<file path="config.mk">
export PLATFORM = sky130hd
export DESIGN_NAME = regfile_access_ctrl_flat
export DESIGN_NICKNAME = d
export VERILOG_FILES = /design/src/rtl/regfile_access_ctrl_if.sv /design/src/rtl/regfile_access_ctrl.sv /design/src/flat_wrapper.sv
export SDC_FILE = /design/constraint.sdc
export NUM_CORES = 1
export LEC_CHECK = 0
export BUFFER_PORTS_ARGS = -buffer_cell sky130_fd_sc_hd__buf_2
export CORE_ASPECT_RATIO = 1.2
export CORE_MARGIN = 2
export CORE_UTILIZATION = 39
export CTS_CLUSTER_DIAMETER = 200
export DETAILED_ROUTE_END_ITERATION = 16
export GPL_ROUTABILITY_DRIVEN = 0
export PLACE_DENSITY = 0.92
export SLEW_MARGIN = 5
export SYNTH_ARGS = -nofsm -noshare
export SYNTH_HDL_FRONTEND = slang
export SYNTH_SLANG_ARGS = --single-unit
export TNS_END_PERCENT = 20
</file>
<file path="constraint.sdc">
create_clock -name clk_i -period 1.64 [get_ports clk_i]
set_input_delay 0.246 -clock clk_i [delete_from_list [all_inputs] [get_ports clk_i]]
set_output_delay 0.246 -clock clk_i [all_outputs]
set_load 0.02 [all_outputs]
</file>
<file path="src/rtl/regfile_access_ctrl_if.sv">
// Debug requester bus: register peek/poke request with a one-cycle ack and registered read data.
interface regfile_access_ctrl_if #(
    parameter int unsigned DATA_WIDTH = 32,
    parameter int unsigned ADDR_WIDTH = 5
);
    logic                  req;
    logic                  we;
    logic [ADDR_WIDTH-1:0] addr;
    logic [DATA_WIDTH-1:0] wd;
    logic                  ack;
    logic [DATA_WIDTH-1:0] rd;

    modport master (output req, output we, output addr, output wd, input ack, input rd);
    modport slave  (input req, input we, input addr, input wd, output ack, output rd);
endinterface

</file>
<file path="src/rtl/regfile_access_ctrl.sv">
// Register file sequencer: clears all registers after reset, then passes core traffic through
// and slots debug peek/poke accesses in as single stall cycles.
module regfile_access_ctrl #(
    parameter int unsigned DATA_WIDTH = 32,
    parameter int unsigned ADDR_WIDTH = 5,
    parameter int unsigned MAX_WAIT   = 4
) (
    input  logic                  clk_i,
    input  logic                  reset_i,
    input  logic [ADDR_WIDTH-1:0] core_a1_i,
    input  logic [ADDR_WIDTH-1:0] core_a3_i,
    input  logic [DATA_WIDTH-1:0] core_wd_i,
    input  logic                  core_we_i,
    regfile_access_ctrl_if.slave  dbg,
    output logic [ADDR_WIDTH-1:0] rf_a1_o,
    output logic [ADDR_WIDTH-1:0] rf_a3_o,
    output logic [DATA_WIDTH-1:0] rf_wd3_o,
    output logic                  rf_we3_o,
    input  logic [DATA_WIDTH-1:0] rf_rd1_i,
    output logic                  core_stall_o,
    output logic                  init_done_o
);

    localparam int unsigned WaitW = $clog2(MAX_WAIT + 2);
    localparam logic [ADDR_WIDTH-1:0] ClrLast = '1;

    typedef enum logic [1:0] {StClear, StRun, StDbg} state_e;

    state_e                state_q, state_d;
    logic [ADDR_WIDTH-1:0] clr_cnt_q, clr_cnt_d;
    logic [WaitW-1:0]      wait_cnt_q, wait_cnt_d;
    logic                  ack_q, ack_d;
    logic [DATA_WIDTH-1:0] rd_q, rd_d;
    logic                  init_done_q, init_done_d;

    always_ff @(posedge clk_i or posedge reset_i) begin
        if (reset_i) begin
            state_q     <= StClear;
            clr_cnt_q   <= '0;
            wait_cnt_q  <= '0;
            ack_q       <= 1'b0;
            rd_q        <= '0;
            init_done_q <= 1'b0;
        end else begin
            state_q     <= state_d;
            clr_cnt_q   <= clr_cnt_d;
            wait_cnt_q  <= wait_cnt_d;
            ack_q       <= ack_d;
            rd_q        <= rd_d;
            init_done_q <= init_done_d;
        end
    end

    always_comb begin
        state_d      = state_q;
        clr_cnt_d    = clr_cnt_q;
        wait_cnt_d   = wait_cnt_q;
        ack_d        = 1'b0;
        rd_d         = rd_q;
        init_done_d  = init_done_q;
        rf_a1_o      = core_a1_i;
        rf_a3_o      = core_a3_i;
        rf_wd3_o     = core_wd_i;
        rf_we3_o     = core_we_i;
        core_stall_o = 1'b0;

        unique case (state_q)
            StClear: begin
                rf_a3_o      = clr_cnt_q;
                rf_wd3_o     = '0;
                rf_we3_o     = 1'b1;
                core_stall_o = 1'b1;
                wait_cnt_d   = '0;
                clr_cnt_d    = clr_cnt_q + 1'b1;
                if (clr_cnt_q == ClrLast) begin
                    state_d     = StRun;
                    init_done_d = 1'b1;
                end
            end
            StRun: begin
                // The ack cycle is masked: the requester is still dropping its request then.
                if (dbg.req && !ack_q) begin
                    if (wait_cnt_q == WaitW'(MAX_WAIT)) begin
                        state_d    = StDbg;
                        wait_cnt_d = '0;
                    end else begin
                        wait_cnt_d = wait_cnt_q + 1'b1;
                    end
                end else if (!dbg.req) begin
                    wait_cnt_d = '0;
                end
            end
            StDbg: begin
                core_stall_o = 1'b1;
                rf_a1_o      = dbg.addr;
                rf_a3_o      = dbg.addr;
                rf_wd3_o     = dbg.wd;
                rf_we3_o     = dbg.we && (dbg.addr != '0);
                rd_d         = rf_rd1_i;
                ack_d        = 1'b1;
                state_d      = StRun;
            end
            default: state_d = StClear;
        endcase

        if (reset_i) begin
            rf_we3_o     = 1'b0;
            core_stall_o = 1'b1;
        end
    end

    assign dbg.ack     = ack_q;
    assign dbg.rd      = rd_q;
    assign init_done_o = init_done_q;

endmodule

</file>
<file path="src/flat_wrapper.sv">
// flat-port wrapper written by rule: the top's interface ports become plain ports
module regfile_access_ctrl_flat 
#(
    parameter int unsigned DATA_WIDTH = 32,
    parameter int unsigned ADDR_WIDTH = 5,
    parameter int unsigned MAX_WAIT   = 4
)
  (clk_i, reset_i, core_a1_i, core_a3_i, core_wd_i, core_we_i, rf_a1_o, rf_a3_o, rf_wd3_o, rf_we3_o, rf_rd1_i, core_stall_o, init_done_o, dbg_req, dbg_we, dbg_addr, dbg_wd, dbg_ack, dbg_rd);
  regfile_access_ctrl_if #(.DATA_WIDTH(DATA_WIDTH), .ADDR_WIDTH(ADDR_WIDTH)) dbg_i ();
  input  logic clk_i;
  input  logic reset_i;
  input  logic [ADDR_WIDTH-1:0] core_a1_i;
  input  logic [ADDR_WIDTH-1:0] core_a3_i;
  input  logic [DATA_WIDTH-1:0] core_wd_i;
  input  logic core_we_i;
  output logic [ADDR_WIDTH-1:0] rf_a1_o;
  output logic [ADDR_WIDTH-1:0] rf_a3_o;
  output logic [DATA_WIDTH-1:0] rf_wd3_o;
  output logic rf_we3_o;
  input  logic [DATA_WIDTH-1:0] rf_rd1_i;
  output logic core_stall_o;
  output logic init_done_o;
  input wire logic [$bits(dbg_i.req)-1:0] dbg_req;
  input wire logic [$bits(dbg_i.we)-1:0] dbg_we;
  input wire logic [$bits(dbg_i.addr)-1:0] dbg_addr;
  input wire logic [$bits(dbg_i.wd)-1:0] dbg_wd;
  output wire logic [$bits(dbg_i.ack)-1:0] dbg_ack;
  output wire logic [$bits(dbg_i.rd)-1:0] dbg_rd;
  assign dbg_i.req = dbg_req;
  assign dbg_i.we = dbg_we;
  assign dbg_i.addr = dbg_addr;
  assign dbg_i.wd = dbg_wd;
  assign dbg_ack = dbg_i.ack;
  assign dbg_rd = dbg_i.rd;
  regfile_access_ctrl #(.DATA_WIDTH(DATA_WIDTH), .ADDR_WIDTH(ADDR_WIDTH), .MAX_WAIT(MAX_WAIT)) u_core (.clk_i(clk_i), .reset_i(reset_i), .core_a1_i(core_a1_i), .core_a3_i(core_a3_i), .core_wd_i(core_wd_i), .core_we_i(core_we_i), .dbg(dbg_i), .rf_a1_o(rf_a1_o), .rf_a3_o(rf_a3_o), .rf_wd3_o(rf_wd3_o), .rf_we3_o(rf_we3_o), .rf_rd1_i(rf_rd1_i), .core_stall_o(core_stall_o), .init_done_o(init_done_o));
endmodule
</file>
# Word-level counts from Yosys, hierarchy flattened
# Cells that the tools add are included.
dict set report classes {
  add_sub_neg 2
  reduce_logical 10
  eq_ne 8
  muxes 16
}
# operator n
set ops {}
lappend ops {{case mux 32 bit (2 select lines)} 1}
lappend ops {{case mux 5 bit (2 select lines)} 1}
lappend ops {{two-way mux 3 bit} 3}
lappend ops {{two-way mux 2 bit} 3}
lappend ops {{inequality test 2 x 1 -> 1 bit (second input constant)} 3}
lappend ops {{case mux 2 bit (3 select lines)} 1}
lappend ops {{case mux 3 bit (2 select lines)} 1}
lappend ops {{adder 5 x 1 -> 5 bit (second input constant)} 1}
lappend ops {{equality test 5 bit (second input constant)} 1}
lappend ops {{two-way mux 5 bit} 1}
lappend ops {{nonzero test 5 bit} 1}
lappend ops {{two-way mux 1 bit} 4}
lappend ops {{AND reduction 2 bit} 2}
lappend ops {{adder 3 x 1 -> 3 bit (second input constant)} 1}
lappend ops {{equality test 3 bit (second input constant)} 1}
lappend ops {{inequality test 3 x 2 -> 1 bit (second input constant)} 1}
lappend ops {{AND reduction 3 bit} 1}
lappend ops {{equality test 2 x 1 -> 1 bit (second input constant)} 1}
lappend ops {{equality test 2 bit (second input constant)} 1}
lappend ops {{logical AND 1 bit} 2}
lappend ops {{zero test 2 bit} 1}
lappend ops {{case mux 1 bit (2 select lines)} 1}
lappend ops {{nonzero test 2 bit} 1}
lappend ops {{OR reduction 2 bit} 1}
lappend ops {{zero test 1 bit} 1}
dict set report totals {
  regBits 44
  input_bits 116
}

# Longest topological paths before layout
dict set report depth {
  depth_word 4
  mapped_depth 5
  depth_no_buf 5
}

# Worst setup path after synthesis
# OpenSTA, ideal clock, no wires.
dict set report synth_path {
  path_type {input-to-output}
  from {input reset_i}
  to {output core_stall_o}
  path_slack_ns -0.150
  arrival_time_ns 1.544
  stages 2
  required_time_ns 1.394
  cell_sequence {inv_1 nand2_1}
}
dict set report synth_between {
  elab_chain_len 1
}
# item line_no
set synth_lines {}
lappend synth_lines {{start, declared} flat_wrapper.sv:11} ;# input logic reset_i;
lappend synth_lines {{two-way mux 1 bit} regfile_access_ctrl.sv:106} ;# if (reset_i) begin
lappend synth_lines {{end, declared} flat_wrapper.sv:21} ;# output logic core_stall_o;
# Every way passes these cells.

# Worst setup path after layout
dict set report layout_path {
  from {register u_core.state_q[0]}
  to {output rf_wd3_o[13]}
}
dict set report layout_between {
  elab_chain_len 2
}
# item line_no
set layout_lines {}
lappend layout_lines {{start, declared} regfile_access_ctrl.sv:29} ;# state_e state_q, state_d;
lappend layout_lines {{start signal, assigned} regfile_access_ctrl.sv:38} ;# state_q <= StClear;
lappend layout_lines {{start signal, assigned} regfile_access_ctrl.sv:45} ;# state_q <= state_d;
lappend layout_lines {{equality test 2 bit or zero test 2 bit (tied branches)} regfile_access_ctrl.sv:67} ;# unique case (state_q)
lappend layout_lines {{case mux 32 bit (2 select lines) (*)} regfile_access_ctrl.sv:67}
lappend layout_lines {{end, declared} flat_wrapper.sv:18} ;# output logic [DATA_WIDTH-1:0] rf_wd3_o;
# Every way passes the cells marked *; elsewhere a longest branch is shown, timed or not.

==> run summary <==
The flow ran to the end, but the final reports show violations. The checks that failed: setup timing. Data on the critical path is required at its endpoint by 1.39 ns.

After filler insertion, the fill cell instance count of the layout stands at 486. The async set or reset register ratio after synthesis was 1.00; the area inside the core boundary was 0.00597 sq mm. For this design, the slowest cell found on the critical path is dfrtp_1. The kind of cell with the highest combined delay on the critical path was buffers and inverters. Number of failing hold endpoints at the final stage: 0. For the total track usage, the log shows 0.227. The number of pins with negative max-slew slack in the final report is 0, and the pin count of the biggest net entering global routing is 50. In this run the critical register-to-register path is captured at u_core.dbg.rd[23]$_DFFE_PP0P_. The count of cells in the finished layout, fillers not included, comes to 463.

The tree is rooted in a clkbuf_8. The worst slew margin relative to its limit was 0.638; the reg-to-reg setup timing slack was 0.07 ns. Yosys attributes the largest share of cell area to dfrtp_1 46%, mux2_4 23%, a22o_1 12%. Based on the critical path, the design can be clocked at up to 566 MHz. STA classifies the critical path startpoint as a register. By instance count, the leading cell after synthesis is dfrtp_1. The clock reaches the later pin of the worst-skew pair after 0.29 ns. The clock tree synthesis step divided the H-tree into 2 levels.

For the first-iteration detailed-routing DRC count, the log shows 49. The number of gates on the worst path with buffers counted is 5, and the largest voltage drop on the vdd net is 0.741 mV. The share of the core filled with cells came out at 0.638. The final count of negative-setup-slack endpoints came out at 39. The count of nets left with antenna violations once routing finished came out at 0. After synthesis, the most frequently instantiated cells are 44 x dfrtp_1, 36 x mux2_4, 34 x a22o_1. The final critical-path share of the clock period works out to 1.08. Wires add up to 8170 microns. Global routing's busiest layer: met2.

The multi-input combinational cells in the finished layout cover a total of 0.00120 sq mm. The number of enable-type register cells in the synthesized netlist is 0, and the critical path's largest stage delay is 0.42 ns. In the routed design, unresolved DRC markers number 0. The first-pass iteration count of the detailed router was 4; the post-synthesis sequential area ratio was 0.459. The number of max-capacitance violations reported came out at 0. The logs give 0 for the residual overflow from global routing and 2326 for the number of vias after detailed routing. The count of cell types in the netlist came out at 27.

For this design the top-level I/O count stands at 194. The tools report the post-synth design cell area as 0.00240 sq mm. The static leakage is 2.13 nW.

The top-area cell type share of the netlist area came out at 0.459. A synthesized cell averages 13.4 sq um. Across the whole layout, storage elements account for 0.00110 sq mm. TritonCTS built the clock tree. Met2 track demand over resource: 0.404.

The start point of the critical path was u_core.state_q[0]$_DFFE_PP0P_. The initial antenna violation count was 0; the power density over the cells was 1210 mW/mm^2. The critical path contains buffers and inverters numbering 3 combined.

The slack of the critical path was -0.126 ns. The tools report the met1 routing resource usage after global routing as 0.226. The net count of the finished layout is 500. Data on the critical path arrives at its endpoint at 1.52 ns. In this run the critical register-to-register path is launched from u_core.state_q[0]$_DFFE_PP0P_. Starting density of the core: 0.402.

CTS saw 44 sinks. Between clock sinks in the finished design, the worst skew comes to 0.00713 ns. Setup repair after global routing could not meet its margin everywhere. The count of inserted antenna diode cells is 0, and the fraction of layout instances using a drive strength above 1 is 0.690.

The worst setup path is captured at an output pin. Synthesis inferred 44 register bits. Largest driver fanout on the critical path: 10.

After clock tree synthesis, the flow added hold-fix buffers numbering 0. The path depth of the worst reg2reg path is 5, and the deepest clock path buffer count is 2. The vias per cell is 5.02, and the die width is 75.6 microns. The number of clock buffers inserted by TritonCTS was 5; the final-layout worst hold slack was 0.174 ns.

The tools report the cell count after placement as 447. The die covers 0.00680 sq mm. Cell row count: 31. The height of the die came out at 89.9 microns.

The global-route met3 utilization is 0.107. The area growth from synthesis to layout is 59.0%. Input and output buffers added on the ports amount to 193. Once detailed placement completed, the half-perimeter wirelength came to 6120 microns. Number of global-route vias before repair: 2286. The number of nets in the synthesized netlist is 299.

The transition at the pin with the smallest max-transition slack was 0.543 ns. By instance count, the cell type seen most on the critical path is buf_4. Walking the worst path, the cells encountered are nor2b_4 -> buf_4 -> buf_16 -> a22o_1 -> buf_4.

Following the worst setup path forward leads to its endpoint at rf_wd3_o[13]. The worst hold path belongs to the class in -> async. Clock-pin slew was measured on the worst setup and hold paths at 0.08 ns.

The synthesized design spends more area on one cell type than any other, namely dfrtp_1. The final routed wire length divided by cell count came out at 17.6 microns. The most frequently used flop master after synthesis is dfrtp_1. The logs give 0 for the count of warnings emitted by yosys and 11400 microns for the wire length of the first global-routing pass. Counting every instance in the synthesized netlist gives 179. For the finished layout, the period the worst path requires is 1.77 ns. The start-to-end type of the worst setup path was reg -> out.
## per-layer routing
layer,up-vias,routed length [microns]
met5,-,0
met1,1099,2820
met2,139,4130
li1,1064,-
met4,0,264
met3,24,955
## power breakdown
group | total [W] | leakage (nW) | internal (W) | switching [W]
registers | 0.00145 | 0.599 | 0.00129 | 0.000166
clock network | 0.000654 | 0.0479 | 0.000297 | 0.000358
logic | 0.00249 | 1.48 | 0.00115 | 0.00134
## stage by stage
step / worst slack [ns] / TNS (ns) / cell area (sq um) / total power [W]
after floorplan: 0.0202 / 0 / 2400 / 0.00284
after global placement: 0.124 / 0 / 3460 / 0.00360
after detailed placement: 0.0720 / 0 / 3460 / 0.00365
after CTS: -0.145 / -4.16 / 3760 / 0.00449
after global routing: -0.197 / -4.96 / 3810 / 0.00486
final: -0.126 / -2.79 / 3810 / 0.00460
## worst min path at each step
stage | endpoint | slack, ns | depth (start not counted)
finish | u_core.clr_cnt_q[0]$_DFFE_PP0P_ | 0.17 | 3
global route | u_core.dbg.rd[7]$_DFFE_PP0P_ | 0.16 | 2
CTS | u_core.dbg.rd[12]$_DFFE_PP0P_ | 0.16 | 2
detailed placement | u_core.init_done_o$_DFFE_PP0P_ | 0.47 | 1
global placement | u_core.init_done_o$_DFFE_PP0P_ | 0.44 | 1
floorplan | u_core.clr_cnt_q[0]$_DFFE_PP0P_ | 0.25 | 1
## layout by cell type (no fill, tap or decap), types with 5 or more instances in the layout
cell,synthesis,routed
buf_4,2,28
dfrtp_1,44,44
clkbuf_8,0,5
mux2_4,36,36
buf_6,4,13
a22o_1,34,34
nand2_1,8,8
buf_2,8,161
## flip-flops by register name, indices dropped and copies added (netlist names)
signal / cells
u_core.state_q: 2
u_core.init_done_o: 1
u_core.dbg.rd: 32
u_core.wait_cnt_q: 3
u_core.clr_cnt_q: 5
u_core.dbg.ack: 1
## kinds of logic (layout without fill, tap and decap cells)
family,count (synthesis),count (layout),synth area share
mux,45,45,0.264
flops,44,44,0.459
fa+ha+maj,4,4,0.0209
xor+xnor,3,3,0.0110
compound gates,47,47,0.158
buf+inv,19,221,0.0496
simple gates,17,17,0.0376
## worst reg2reg max path, stage by stage (launching register included)
cell	delay [ns]
dfrtp_1	0.42
nor2b_4	0.21
buf_4	0.18
buf_4	0.11
buf_6	0.21
mux2_4	0.33
## timing repair
action	in CTS	in global routing
endpoints found under the setup margin	42	44
buffers inserted	3	1
gates cloned	2	2
gates resized for setup	39	14
## final cells by class
cell class | count | share of cell area
Clock buffer | 5 | 0.0180
Clock inverter | 3 | 0.00492
Inverter | 5 | 0.00591
Multi-Input combinational cell | 116 | 0.315
Sequential cell | 44 | 0.289
Tap cell | 82 | 0.0269
Timing Repair Buffer | 208 | 0.341
No activity file was read; power rests on OpenSTA's default activity.
